==> src/rtl/descrambler.sv <==
// Lane descrambler: undoes x^58+x^39+1 multiplicative scrambling, reloads the LFSR
// from metaframe state words and tracks metaframe lock from periodic sync words.
module descrambler #(
  parameter int unsigned RX_DATA_WIDTH    = 64,
  parameter logic [63:0] SYNC_WORD        = 64'h78f678f678f678f6,
  parameter int unsigned METAFRAME_LENGTH = 2048,
  parameter int unsigned LOCK_COUNT       = 4,
  parameter int unsigned LOSS_COUNT       = 3
) (
  input  logic                     USER_CLK,
  input  logic                     SYSTEM_RESET_N,
  input  logic                     PASSTHROUGH,
  input  logic [RX_DATA_WIDTH-1:0] SCRAMBLED_DATA_IN,
  input  logic [1:0]               HEADER_IN,
  input  logic                     DATA_IN_VALID,
  output logic [RX_DATA_WIDTH-1:0] DESCRAMBLED_DATA_OUT,
  output logic [1:0]               HEADER_OUT,
  output logic                     DATA_OUT_VALID,
  output logic                     LOCKED,
  output logic                     SYNC_ERR,
  output logic                     SCR_STATE_ERR
);

  localparam int unsigned       LFSR_W     = 58;
  localparam int unsigned       CNT_W      = $clog2(METAFRAME_LENGTH + 1);
  localparam logic [1:0]        HDR_CTRL   = 2'b10;
  localparam logic [5:0]        STATE_TYPE = 6'b001010;
  localparam logic [LFSR_W-1:0] LFSR_SEED  = '1;

  typedef enum logic [1:0] {ST_HUNT, ST_VERIFY, ST_LOCKED} state_e;

  state_e                   state_q, state_d;
  logic [LFSR_W-1:0]        lfsr_q, lfsr_d, lfsr_step;
  logic [CNT_W-1:0]         pos_q, pos_d, good_q, good_d, bad_q, bad_d, pos_next;
  logic                     arm_q, arm_d;
  logic [RX_DATA_WIDTH-1:0] data_q, data_d, descr;
  logic [1:0]               header_q, header_d;
  logic                     valid_q, valid_d, locked_q, locked_d;
  logic                     sync_err_q, sync_err_d, state_err_q, state_err_d;
  logic                     is_sync, type_ok, lfsr_mismatch, at_expected;

  // Bit-serial descramble of the whole word, bit 0 first, scrambled bits fed back.
  always_comb begin
    lfsr_step = lfsr_q;
    descr     = '0;
    for (int i = 0; i < RX_DATA_WIDTH; i++) begin
      descr[i]  = SCRAMBLED_DATA_IN[i] ^ lfsr_step[38] ^ lfsr_step[57];
      lfsr_step = {lfsr_step[LFSR_W-2:0], SCRAMBLED_DATA_IN[i]};
    end
  end

  assign is_sync       = (HEADER_IN == HDR_CTRL) && (SCRAMBLED_DATA_IN == SYNC_WORD);
  assign type_ok       = (SCRAMBLED_DATA_IN[RX_DATA_WIDTH-1 -: 6] == STATE_TYPE);
  assign lfsr_mismatch = (SCRAMBLED_DATA_IN[LFSR_W-1:0] != lfsr_q);
  assign pos_next      = pos_q + CNT_W'(1);
  assign at_expected   = (pos_next == CNT_W'(METAFRAME_LENGTH));

  always_comb begin
    state_d     = state_q;
    lfsr_d      = lfsr_q;
    pos_d       = pos_q;
    good_d      = good_q;
    bad_d       = bad_q;
    arm_d       = arm_q;
    data_d      = data_q;
    header_d    = HEADER_IN;
    valid_d     = DATA_IN_VALID;
    sync_err_d  = 1'b0;
    state_err_d = 1'b0;

    if (PASSTHROUGH) begin
      if (DATA_IN_VALID) begin
        data_d = SCRAMBLED_DATA_IN;
      end
      state_d = ST_HUNT;
      lfsr_d  = LFSR_SEED;
      pos_d   = '0;
      good_d  = '0;
      bad_d   = '0;
      arm_d   = 1'b0;
    end else if (DATA_IN_VALID) begin
      // Sync and state words carry no scrambled payload; only data words advance the LFSR.
      if (is_sync) begin
        data_d = SCRAMBLED_DATA_IN;
        arm_d  = 1'b1;
      end else if (arm_q) begin
        data_d = SCRAMBLED_DATA_IN;
        arm_d  = 1'b0;
        if (type_ok) begin
          lfsr_d      = SCRAMBLED_DATA_IN[LFSR_W-1:0];
          state_err_d = (state_q == ST_LOCKED) && lfsr_mismatch;
        end else begin
          state_err_d = 1'b1;
        end
      end else begin
        data_d = descr;
        lfsr_d = lfsr_step;
      end

      case (state_q)
        ST_HUNT: begin
          if (is_sync) begin
            state_d = ST_VERIFY;
            good_d  = CNT_W'(1);
            pos_d   = '0;
            bad_d   = '0;
          end
        end
        ST_VERIFY: begin
          if (is_sync) begin
            pos_d = '0;
            if (at_expected) begin
              good_d = good_q + CNT_W'(1);
              if (good_d >= CNT_W'(LOCK_COUNT)) begin
                state_d = ST_LOCKED;
                bad_d   = '0;
              end
            end else begin
              good_d = CNT_W'(1);
            end
          end else if (at_expected) begin
            sync_err_d = 1'b1;
            state_d    = ST_HUNT;
            pos_d      = '0;
            good_d     = '0;
          end else begin
            pos_d = pos_next;
          end
        end
        ST_LOCKED: begin
          // Only the expected slot is checked; stray syncs just ride along with pos.
          pos_d = at_expected ? '0 : pos_next;
          if (at_expected && is_sync) begin
            bad_d = '0;
          end
          if (at_expected && !is_sync) begin
            sync_err_d = 1'b1;
          end
          if (sync_err_d || state_err_d) begin
            bad_d = bad_q + CNT_W'(1);
          end
          if (bad_d >= CNT_W'(LOSS_COUNT)) begin
            state_d = ST_HUNT;
            pos_d   = '0;
            good_d  = '0;
            bad_d   = '0;
          end
        end
        default: state_d = ST_HUNT;
      endcase
    end

    locked_d = (state_d == ST_LOCKED);
  end

  always_ff @(posedge USER_CLK) begin
    if (!SYSTEM_RESET_N) begin
      state_q     <= ST_HUNT;
      lfsr_q      <= LFSR_SEED;
      pos_q       <= '0;
      good_q      <= '0;
      bad_q       <= '0;
      arm_q       <= 1'b0;
      data_q      <= '0;
      header_q    <= '0;
      valid_q     <= 1'b0;
      locked_q    <= 1'b0;
      sync_err_q  <= 1'b0;
      state_err_q <= 1'b0;
    end else begin
      state_q     <= state_d;
      lfsr_q      <= lfsr_d;
      pos_q       <= pos_d;
      good_q      <= good_d;
      bad_q       <= bad_d;
      arm_q       <= arm_d;
      data_q      <= data_d;
      header_q    <= header_d;
      valid_q     <= valid_d;
      locked_q    <= locked_d;
      sync_err_q  <= sync_err_d;
      state_err_q <= state_err_d;
    end
  end

  assign DESCRAMBLED_DATA_OUT = data_q;
  assign HEADER_OUT           = header_q;
  assign DATA_OUT_VALID       = valid_q;
  assign LOCKED               = locked_q;
  assign SYNC_ERR             = sync_err_q;
  assign SCR_STATE_ERR        = state_err_q;

endmodule
==> config.mk <==
export PLATFORM = sky130hd
export DESIGN_NAME = descrambler
export DESIGN_NICKNAME = d
export VERILOG_FILES = /design/src/rtl/descrambler.sv
export SDC_FILE = /design/constraint.sdc
export NUM_CORES = 1
export LEC_CHECK = 0
export BUFFER_PORTS_ARGS = -buffer_cell sky130_fd_sc_hd__buf_2
export CAP_MARGIN = 20
export CORE_MARGIN = 2
export CORE_UTILIZATION = 30
export DETAILED_ROUTE_END_ITERATION = 7
export GPL_TIMING_DRIVEN = 0
export SLEW_MARGIN = 20
export SYNTH_ARGS = -nofsm -noshare
export SYNTH_HDL_FRONTEND = slang
export SYNTH_SLANG_ARGS = --single-unit
==> constraint.sdc <==
create_clock -name USER_CLK -period 7.05 [get_ports USER_CLK]
set_input_delay 2.115 -clock USER_CLK [delete_from_list [all_inputs] [get_ports USER_CLK]]
set_output_delay 2.115 -clock USER_CLK [all_outputs]
set_load 0.02 [all_outputs]
-- Word-level counts from Yosys, hierarchy flattened
Cells that the tools add are included.
W data, S select, Z words.
- add/sub/neg operators: 3
- multipliers: 0
- divide/modulo/power cells: 0
- order comparisons: 2
- eq/ne operators: 15
- shift-type cells: 0
- mux-type cells: 50
- bitwise gates (word level): 131
- reduce and logical (&&, ||, !) cells: 14
- operators by type and width (cell ; number):
    $mux W64 ; 5
    $mux W12 ; 18
    $xor A1 B1 Y1 ; 128
    $mux W58 ; 2
    $pmux W12 S3 ; 3
    $eq A64 B63 Y1 const B ; 1
    $ne A58 B58 Y1 ; 1
    $add A12 B1 Y12 const B ; 3
    $mux W2 ; 8
    $eq A12 B12 Y1 const B ; 1
    $ge A12 B2 Y1 const B ; 1
    $ge A12 B3 Y1 const B ; 1
    $mux W1 ; 12
    $ne A2 B2 Y1 const B ; 4
    $eq A2 B2 Y1 const B ; 3
    $eq A6 B4 Y1 const B ; 1
    $pmux W2 S3 ; 1
    $reduce_and A3 Y1 ; 2
    $reduce_and A6 Y1 ; 1
    $reduce_and A5 Y1 ; 1
    $logic_and A1 B1 Y1 ; 4
    $ne A2 B1 Y1 const B ; 2
    $ne A3 B3 Y1 const B ; 1
    $not A1 Y1 ; 3
    other kinds (8) ; 8
- register bits after elaboration: 167
- bits in latches: 0
- memory bits (writable): 0
- ROM bits: 0
- input port bits: 70
- logic and storage cells: 227
- memories kept: 0

-- Depth between registers and ports, before layout
Gate-level depths: netlist of run 1.
- word-level depth: 19
- gate-level depth with buffers: 12
- depth with buffers taken out: 10

-- Worst setup path after synthesis of run 1
OpenSTA, ideal clock, no wires.
- kind: input to register
- start point: in SCRAMBLED_DATA_IN[3]
- end point: reg good_q[8]
- setup time: 0.117 ns
- arrival: 4.574 ns
- slack: 2.358 ns
- stages: 11
- buffers on the path: 3
- path through: buf_2 or4b_1 or3_1 or2_1 buf_6 a211oi_4 o21ai_2 a21oi_4 buf_6 o21ai_1 a32o_1
- cells in the longest elaborated chain, start to end: 16
- elaborated cells between the ends (all ways): 29
- ends and longest elaborated chain (item ; RTL line ; RTL):
    start, declared ; 13 ; input logic [RX_DATA_WIDTH-1:0] SCRAMBLED_DATA_IN,
    $eq A64 B63 Y1 ; 52 ; assign is_sync = (HEADER_IN == HDR_CTRL) && (SCRAMBLED_DATA_IN == SYNC_WORD);
    $logic_and A1 B1 Y1 ; 52 ;
    $logic_not A1 Y1 ; 136 ; if (at_expected && !is_sync) begin
    $logic_and A1 B1 Y1 ; 136 ;
    $mux W1 ; 136 ;
    $mux W1 ; 100 ; case (state_q)
    $mux W1 ; 81 ; end else if (DATA_IN_VALID) begin
    $mux W1 ; 71 ; if (PASSTHROUGH) begin
    $logic_or A1 B1 Y1 ; 139 ; if (sync_err_d || state_err_d) begin
    $mux W12 ; 139 ;
    $mux W12 ; 100 ;
    $mux W12 ; 81 ;
    $mux W12 ; 71 ;
    $ge A12 B2 Y1 ; 142 ; if (bad_d >= CNT_W'(LOSS_COUNT)) begin
    $ne A2 B1 Y1 (no source line) ; -- ;
    $reduce_and A5 Y1 (no source line) ; -- ;
    end signal, assigned ; 174 ; good_q <= good_d;
    end, declared ; 34 ; logic [CNT_W-1:0] pos_q, pos_d, good_q, good_d, bad_q, bad_d, pos_next;
Parallel ways exist; a longest one is shown, timed or not. The select of a mux whose other input is x is not followed.
A chain may end at the register's enable or synchronous reset.

-- Worst setup path after layout of run 1
- start point: in SCRAMBLED_DATA_IN[15]
- end point: reg pos_q[3]
- cells in the longest elaborated chain, start to end: 16
- elaborated cells between the ends (all ways): 28
- ends and longest elaborated chain (item ; RTL line ; RTL):
    $eq A64 B63 Y1 ; 52 ;
    $logic_and A1 B1 Y1 ; 52 ;
    $logic_not A1 Y1 ; 136 ;
    $logic_and A1 B1 Y1 ; 136 ;
    $mux W1 ; 136 ;
    $mux W1 ; 100 ;
    $mux W1 ; 81 ;
    $mux W1 ; 71 ;
    $logic_or A1 B1 Y1 ; 139 ;
    $mux W12 ; 139 ;
    $mux W12 ; 100 ;
    $mux W12 ; 81 ;
    $mux W12 ; 71 ;
    $ge A12 B2 Y1 ; 142 ;
    $mux W12 ; 142 ;
    $pmux W12 S3 ; 100 ;
    end signal, assigned ; 173 ; pos_q <= pos_d;
    end, declared ; 34 ;
Parallel ways exist; a longest one is shown, timed or not. The select of a mux whose other input is x is not followed.

==> results.yml, run 1 <==
run_status:
  outcome: "complete, no violations"
timing:
  fin_ws_ns: 1.69
  rsz0062_at_grt: "no"
  tns_ns: 0
  whs_ns: 0.484
  final.min_clock_period_ns: 5.36
  tightest_slew_ns: 1.02
  fin_skew_ns: 0.0157
  max_freq_mhz: 186
  setup_viol: 0
  fin_crit_sh: 0.761
  slew_viol_final: 0
  hold_viol_final: 0
  slew_headroom: 0.318
grt:
  grtUsageTotal: 0.220
  antenna_found_initial: 1
  grt_pass1_wl_um: 55300
  grt_pass1_vias: 8855
  grt_overflow_total: 0
  grt_max_degree: 19
routing:
  first_pass_iters: 5
  wire_per_inst_um: 21.4
  post-route-drc-count: 0
  drtIter0Drc: 811
  viasPerCell: 5.33
  antenna_left: 0
  postRouteWirelength_um: 37000
  vias: 9208
yosys:
  synth_compound_area_frac: 0.153
  postSynthCellCount: 1150
  synth_adder_area_share: 0.0103
  syn_area_um2: 9750
  ys_warn_count: 0
  synthXorXnorAreaFrac: 0.178
  synth_edf_count: 0
  yosysSeqAreaShare: 0.343
  yosysUniqueCellTypes: 67
  synth_top_area_frac: 0.343
  async_reset_ff_frac: 0
  synth_top_family_by_area: "simple AND/OR/NAND/NOR gates"
  synth_fp_nets: 1228
  synth_area_leaders: "dfxtp_1 (34%), xor2_1 (17%), mux2i_1 (6.2%)"
  synthFlopType: "dfxtp_1"
  synthSimpleGateAreaFrac: 0.207
  syn_avg_cell_area_um2: 8.48
  synth_top_area_cell: "dfxtp_1"
  synth_seq_cells: 167
  synthMuxAreaShare: 0.0628
power_and_ir_drop:
  p_sw_frac: 0.330
  sequentialPowerShare: 0.438
  powerDensity_nw_per_um2: 207
  p_clk_frac: 0.403
  netSwitchingPower_uw: 779
  p_int_uw: 1580
  leakage_uw: 0.00402
  ir_drop_v: 0.000192
  combinationalPowerShare: 0.159
cts:
  cts.htree.levels: 4
  cts_resized: 0
  cts.sinks: 167
  cts_root_buf: "clkbuf_16"
  cts_hold_buf: 0
  insertion_delay_ns: 0.46
  cts_made_buffers: 17
  cts_max_path_buffers: 2
  cts_tree: "built"
  cts_setup_buffers: 0
  clkTransAtPathRegs_ns: 0.08
final_layout:
  drive_above_1_share: 0.127
  final_util: 0.353
  area_growth_pct: 17.0
  layout_common_cells: "xor2_1 (191), dfxtp_1 (167), nand2_1 (154)"
  layout.nets: 1350
  layout_commonest_cell: "xor2_1"
worst_setup_path:
  crit_chain: "clkbuf_1 -> xor2_1 -> nor4_1 -> nand4_1 -> nor4_1 -> or3_1 -> nand2_1 -> a221oi_4 -> nand3_4 -> o311ai_2"
  crit_slowest_cell: "nor4_1"
  end_kind: "register"
  critical_path_class: "in -> reg"
  r2r_end: "pos_q[3]"
  timing.rr.start: "pos_q[4]"
  required_ns: 7.41
  start_kind: "primary input"
  cp_max_fo: 9
  critPathCapture: "pos_q[3]"
  cp_data_arrival_time_ns: 5.72
  r2r_slack_ns: 3.35
  r2r_cells: 10
  max_stage_delay_ns: 0.75
  crit_start: "SCRAMBLED_DATA_IN[15]"
  crit_top_cell: "nor4_1"
place:
  dp_slack_ns: 1.34
  dpl.hpwl_um: 28600
  gp_congestion: 0.973
  portBuffers: 103
die:
  die-area_um2: 34000
  core-area_um2: 32300
  die_w_um: 184
  std_cell_rows: 66
  pin_count: 140
  die_h_um: 184
  start_util: 0.302
run:
  drv_cap: 0
worst_hold_path:
  hp-class: "reg -> reg"
[cells in the mapped netlist, drive strengths merged (20+ instances only)]
cell type and instances:
nand3 20, nor3 22, clkbuf 85, dfxtp 167, o211ai 59, a211oi 67
nor2 93, nand2 155, xor2 191, nor4 24, mux2i 60, nand4 24
[worst min-delay path by stage]
stage                             startpoint                       end  slack (ns)  depth (start not counted)
floorplan                         good_q[11]                good_q[11]        0.46                          2
global placement    DESCRAMBLED_DATA_OUT[61]  DESCRAMBLED_DATA_OUT[61]        0.47                          2
detailed placement   DESCRAMBLED_DATA_OUT[9]   DESCRAMBLED_DATA_OUT[9]        0.48                          2
CTS                  DESCRAMBLED_DATA_OUT[9]   DESCRAMBLED_DATA_OUT[9]        0.49                          2
global route        DESCRAMBLED_DATA_OUT[12]  DESCRAMBLED_DATA_OUT[12]        0.50                          2
finish               DESCRAMBLED_DATA_OUT[9]   DESCRAMBLED_DATA_OUT[9]        0.48                          2
[kinds of logic after synthesis]
kind of cell / count (synthesis)
and+or+nand+nor: 410
muxes: 61
xor gates and xnor gates: 198
adders and majority gates: 8
AOI/OAI and AO/OA: 195
buffers and inverters: 111
DFF: 167
[metrics by stage]
step	total power, uW	instance area [um^2]	std cells
3_5_place_dp	1430	10800	1695
5_1_grt	2440	11400	1727
2_1_floorplan	1270	9750	1150
3_3_place_gp	1430	10800	1695
6_report	2360	11400	1728
4_1_cts	2370	11400	1727
[layout make-up]
cell class	count	area, um^2
fill	3410	20900
multi-input combinational	872	5970
sequential	167	3340
tap	442	553
timing repair buffer	103	515
clock buffer	17	425
buffer	100	403
clock inverter	15	156
inverter	11	41.3
antenna	1	2.50
[power groups by stage]
stage / logic, uW / clock network (uW) / registers [uW]
floorplan: 193 / 0 / 1080
global placement: 372 / 0 / 1050
detailed placement: 373 / 0 / 1060
CTS: 375 / 959 / 1030
global route: 407 / 995 / 1040
finish: 376 / 951 / 1030
[sequential cells by signal, indices dropped and copies added (netlist names)]
signal and count:
DESCRAMBLED_DATA_OUT 64, good_q 12, LOCKED 1, SYNC_ERR 1, DATA_OUT_VALID 1, state_q 2
arm_q 1, bad_q 12, pos_q 12, SCR_STATE_ERR 1, HEADER_OUT 2, lfsr_q 58
[critical path: cells and delay by family]
kind / cells / cell delay [ns]
XOR/XNOR: 1 / 0.13
AO/OA/AOI/OAI: 2 / 0.79
buffers and inverters: 1 / 0.57
AND/OR/NAND/NOR: 6 / 2.10
[metal layers]
| metal | share of wire | global-route usage | vias to the layer above |
|---|---|---|---|
| li1 | - | - | 4307 |
| met1 | 0.43 | 0.287 | 4395 |
| met2 | 0.47 | 0.359 | 418 |
| met3 | 0.070 | 0.0379 | 88 |
| met4 | 0.035 | 0.0867 | 0 |
| met5 | 0 | 0 | - |
Power figures use the tool's default switching activity.
==> run 2, diff against run 1 <==
- ABC_AREA: unset -> 1
- clock period: 7.05 -> 5.2 ns (I/O delays scaled with it)
==> run 2 against run 1 <==
Net effect:
- non-clock buffer count up 4
- highest routed layer unchanged
- sequential power up 37%
- final area up 3.3%
- sequential cell count is the same
- hold slack hardly changed
==> results.yml, run 2 <==
run_status:
  outcome: "complete, no violations"
yosys:
  synth_area_leaders: "dfxtp_1 (34%), nand2_1 (13%), xor2_1 (7.4%)"
  syn_avg_cell_area_um2: 6.75
  synth_seq_cells: 167
  synthFlopType: "dfxtp_1"
  synth_top_area_frac: 0.336
  postSynthCellCount: 1474
  synth_adder_area_share: 0.0101
  synth_fp_nets: 1552
  ys_warn_count: 0
  synth_top_family_by_area: "simple AND/OR/NAND/NOR gates"
  yosysUniqueCellTypes: 35
  yosysSeqAreaShare: 0.336
  synth_edf_count: 0
  synthXorXnorAreaFrac: 0.138
  synthSimpleGateAreaFrac: 0.249
  async_reset_ff_frac: 0
  synth_compound_area_frac: 0.179
  synthMuxAreaShare: 0
  synth_commonest_cells: "nand2_1 (349), dfxtp_1 (167), nor2_1 (152)"
  yosysMostFrequentCell: "nand2_1"
  syn_area_um2: 9950
  synth_top_area_cell: "dfxtp_1"
die:
  die-area_um2: 34600
  pin_count: 140
  start_util: 0.305
  std_cell_rows: 66
  core-area_um2: 32600
  die_h_um: 186
  die_w_um: 186
power_and_ir_drop:
  leakage_uw: 0.00537
  ir_drop_v: 0.000232
  powerDensity_nw_per_um2: 284
  total_power_uw: 3340
timing:
  rsz0062_at_grt: "no"
  tns_ns: 0
  fin_crit_sh: 0.905
  tightest_slew_ns: 0.998
  slew_headroom: 0.330
  slew_viol_final: 0
  hold_viol_final: 0
  fin_skew_ns: 0.0161
  setup_viol: 0
  max_freq_mhz: 213
  fin_ws_ns: 0.495
  final.min_clock_period_ns: 4.70
routing:
  vias: 10454
  wire_per_inst_um: 20.2
  postRouteWirelength_um: 42100
  first_pass_iters: 5
  drtIter0Drc: 982
  antenna_left: 0
  post-route-drc-count: 0
  viasPerCell: 5.01
cts:
  cts.htree.levels: 4
  cts.sinks: 167
  cts_made_buffers: 17
  clkTransAtPathRegs_ns: 0.07
  cts_max_path_buffers: 2
  cts_setup_buffers: 0
  cts_hold_buf: 0
  cts_resized: 0
  insertion_delay_ns: 0.46
  cts_tree: "built"
  cts_root_buf: "clkbuf_16"
final_layout:
  layout_common_cells: "nand2_1 (349), dfxtp_1 (167), nor2_1 (152)"
  layout.nets: 1708
  drive_above_1_share: 0.122
  layout_commonest_cell: "nand2_1"
  design_area_um2: 11800
  area_growth_pct: 18.4
  largest_register_ffs: 64
  final_util: 0.361
run:
  drv_cap: 0
place:
  dp_slack_ns: 0.157
  post_dp_cell_area_um2: 11200
  gp_congestion: 0.987
  dpl.hpwl_um: 32800
  portBuffers: 137
worst_setup_path:
  required_ns: 5.49
  start_kind: "primary input"
  end_kind: "register"
  path_buf_inv: 6
  cp_data_arrival_time_ns: 5.00
  cp_max_fo: 10
  max_stage_delay_ns: 0.61
  crit_chain: "buf_2 -> inv_1 -> nand2_1 -> nor2_1 -> nand2_1 -> nor3_1 -> inv_1 -> nor2_4 -> nand2_2 -> nand3_1 -> clkbuf_1 -> inv_2 -> clkbuf_1 -> o211ai_1 -> o211ai_1"
  crit_slowest_cell: "clkbuf_1"
  crit_family: "buffers and inverters"
  critical_path_class: "in -> reg"
grt:
  grt_pass1_wl_um: 61000
  grt_pass1_vias: 9676
  grt_overflow_total: 0
  grt_max_degree: 17
  antenna_found_initial: 0
  grtUsageTotal: 0.245
worst_hold_path:
  hp-class: "reg -> reg"
run 2: logic make-up (layout without fill, tap and decap cells):
group                    Yosys count  after routing
AO/OA/AOI/OAI                    311            311
XOR/XNOR                         157            157
adder cells (fa/ha/maj)            8              8
buffers and inverters            227            396
flip-flops                       167            167
other                              0              2
AND/OR/NAND/NOR                  604            604
run 2: final timing paths:
check / start / depth (start not counted) / slack (ns) / end
worst min register to register: DESCRAMBLED_DATA_OUT[58] / 2 / 0.48 / DESCRAMBLED_DATA_OUT[58]
worst max-delay path: SCRAMBLED_DATA_IN[35] / 15 / 0.50 / lfsr_q[29]
worst min-delay path: DESCRAMBLED_DATA_OUT[58] / 2 / 0.48 / DESCRAMBLED_DATA_OUT[58]
worst max register to register: lfsr_q[4] / 21 / 1.91 / pos_q[1]
run 2: worst register-to-register path, cell delays in order, from the launching register on:
cell and delay, ns:
dfxtp_1 0.48, inv_1 0.10, nand2_1 0.07, nand2_1 0.11, nor2_1 0.16, nand2_1 0.07
nor2_1 0.17, nand2_1 0.10, nor2_1 0.33, nand2_1 0.12, nand2_1 0.08, nand2_1 0.08
nand2_4 0.17, nand2_4 0.11, nand2_1 0.07, nand2_1 0.05, nor2_2 0.13, nand3_2 0.15
o21bai_2 0.20, buf_4 0.21, nand3_1 0.08, a21oi_1 0.16
run 2: area by class of cell:
class | instances | area (um^2)
Multi-Input combinational cell | 1080 | 5740
Antenna cell | 2 | 5.00
Fill cell | 3549 | 20800
Buffer | 70 | 278
Inverter | 157 | 589
Timing Repair Buffer | 137 | 686
Sequential cell | 167 | 3340
Clock buffer | 19 | 443
Clock inverter | 13 | 148
Tap cell | 442 | 553
run 2: through the flow:
stage	hold slack [ns]	cells
2_1_floorplan	0.458	1474
3_3_place_gp	0.461	2053
3_5_place_dp	0.463	2053
4_1_cts	0.483	2085
5_1_grt	0.506	2085
6_report	0.484	2087
run 2: layer usage:
| layer | global-route usage | part of all wire | vias up |
|---|---|---|---|
| met2 | 0.389 | 0.45 | 464 |
| li1 | - | - | 5071 |
| met3 | 0.0585 | 0.085 | 88 |
| met1 | 0.313 | 0.42 | 4831 |
| met5 | 0 | 0 | - |
| met4 | 0.111 | 0.043 | 0 |
run 2: power by group:
part           switching (uW)  total, uW  internal, uW
logic                     425        618           193
clock network             596       1320           726
registers                61.2       1410          1340
total                    1080       3340          2260
==> run 3, diff against run 2 <==
- BUFFER_PORTS_ARGS: -buffer_cell sky130_fd_sc_hd__buf_2 -> unset
- CORE_MARGIN: 2 -> 4
- DONT_BUFFER_PORTS: unset -> 1
==> run 3 against run 2 <==
Net effect:
- final cell count is 6.7% lower
- clock-buffer cell count is 2 higher
- combinational power is 28% lower
==> results.yml, run 3 (same netlist as run 2, synthesis figures left out) <==
run_status:
  outcome: "complete, no violations"
worst_hold_path:
  hold_end: "pos_q[1]"
  whs_path_depth: 2
  hold_start: "pos_q[1]"
  hp-class: "reg -> reg"
power_and_ir_drop:
  p_clk_frac: 0.425
  ir_drop_v: 0.000236
  p_sw_frac: 0.303
  netSwitchingPower_uw: 1010
  sequentialPowerShare: 0.441
  p_int_uw: 2320
  powerDensity_nw_per_um2: 299
  leakage_uw: 0.00477
  combinationalPowerShare: 0.134
timing:
  setup_viol: 0
  tightest_slew_ns: 0.835
  rsz0062_at_grt: "no"
  max_freq_mhz: 240
  fin_crit_sh: 0.802
  slew_headroom: 0.443
  whs_ns: 0.487
  slew_viol_final: 0
  tns_ns: 0
  final.min_clock_period_ns: 4.17
  fin_skew_ns: 0.0135
  hold_viol_final: 0
  fin_ws_ns: 1.03
routing:
  post-route-drc-count: 0
  vias: 9950
  viasPerCell: 5.11
  drtIter0Drc: 986
  postRouteWirelength_um: 41000
  first_pass_iters: 6
  antenna_left: 0
  wire_per_inst_um: 21.0
worst_setup_path:
  start_kind: "primary input"
  crit_chain: "inv_2 -> nand4_1 -> nor3_1 -> nand2_1 -> nor2_1 -> nand2_2 -> nand3_1 -> clkbuf_1 -> inv_2 -> buf_1 -> o211ai_1 -> o211ai_1"
  critical_path_class: "in -> reg"
  cp_max_fo: 10
  max_stage_delay_ns: 0.58
  crit_slowest_cell: "clkbuf_1"
  end_kind: "register"
  r2r_slack_ns: 2.00
  required_ns: 5.49
  cp_data_arrival_time_ns: 4.46
  r2r_cells: 21
  timing.rr.start: "lfsr_q[4]"
  r2r_end: "good_q[5]"
final_layout:
  layout.nets: 1571
  layout_common_cells: "nand2_1 (349), dfxtp_1 (167), nor2_1 (152)"
  area_growth_pct: 12.0
  n_antenna_cell: 0
  design_area_um2: 11100
  fill_cells: 3538
  drive_above_1_share: 0.0425
  largest_register_ffs: 64
  fin_cells: 1948
  layout_commonest_cell: "nand2_1"
grt:
  grt_overflow_total: 0
  grt_max_degree: 17
  grt_pass1_wl_um: 60000
  antenna_found_initial: 0
  grt_pass1_vias: 9449
  grtUsageTotal: 0.223
place:
  dp_slack_ns: 0.684
  dp_cells: 1916
  gp_congestion: 1.02
  post_dp_cell_area_um2: 10500
  dpl.hpwl_um: 32100
  portBuffers: 0
cts:
  cts_hold_buf: 0
  clkTransAtPathRegs_ns: 0.07
  cts_made_buffers: 17
  cts_resized: 0
  cts.htree.levels: 4
  cts_setup_buffers: 0
  insertion_delay_ns: 0.46
  cts_max_path_buffers: 2
  cts_tree: "built"
  cts.sinks: 167
  cts_root_buf: "clkbuf_16"
die:
  start_util: 0.305
  die-area_um2: 36100
  die_h_um: 190
  core-area_um2: 32600
  std_cell_rows: 66
  die_w_um: 190
  pin_count: 140
run:
  drv_cap: 0
-- run 3: cell count changes in the layout (fill, tap and decap cells not counted), moves of 2 or more --
cell,before,now
diode_2,2,0
clkinv_4,6,0
clkinvlp_4,1,5
bufinv_16,2,4
buf_2,139,2
-- run 3: stage by stage --
step                power (uW)  utilization
finish                    3330        0.341
global route              3450        0.341
CTS                       3350        0.341
detailed placement        1940        0.322
global placement          1940        0.322
floorplan                 1770            -
-- run 3: final cells by class --
| class | count | area [um^2] | area share |
|---|---|---|---|
| inverter | 157 | 589 | 0.0529 |
| multi-input combinational | 1080 | 5740 | 0.516 |
| tap | 442 | 553 | 0.0497 |
| clock buffer | 21 | 460 | 0.0413 |
| sequential | 167 | 3340 | 0.300 |
| buffer | 70 | 278 | 0.0249 |
| clock inverter | 11 | 171 | 0.0154 |
-- run 3: power groups by stage --
stage	Clock (uW)	Sequential, uW	Combinational (uW)
global placement	0	1500	435
finish	1420	1470	448
floorplan	0	1470	309
detailed placement	0	1500	438
global route	1480	1480	491
CTS	1440	1470	441
-- run 3: per-layer routing --
metal / part of all wire / track usage / vias to the layer above / wire length, um
li1: - / - / 4801 / -
met5: 0 / 0 / - / 0
met1: 0.40 / 0.275 / 4582 / 16300
met4: 0.053 / 0.117 / 0 / 2180
met2: 0.44 / 0.347 / 463 / 18200
met3: 0.11 / 0.0706 / 104 / 4340
-- run 3: worst max-delay path by stage --
stage | slack (ns) | startpoint | endpoint | cells past startpoint
global route | 0.85 | SCRAMBLED_DATA_IN[31] | lfsr_q[13] | 12
finish | 1.03 | SCRAMBLED_DATA_IN[19] | lfsr_q[19] | 12
detailed placement | 0.68 | SCRAMBLED_DATA_IN[19] | lfsr_q[6] | 12
global placement | 0.63 | SCRAMBLED_DATA_IN[19] | lfsr_q[26] | 12
CTS | 1.15 | SCRAMBLED_DATA_IN[19] | lfsr_q[8] | 12
floorplan | 1.70 | SCRAMBLED_DATA_IN[5] | good_q[10] | 22
-- run 3: worst max-delay path: cells and delay by family --
family | cells | cell delay, ns
compound gates | 2 | 0.32
buf+inv | 4 | 1.26
simple gates | 6 | 1.31
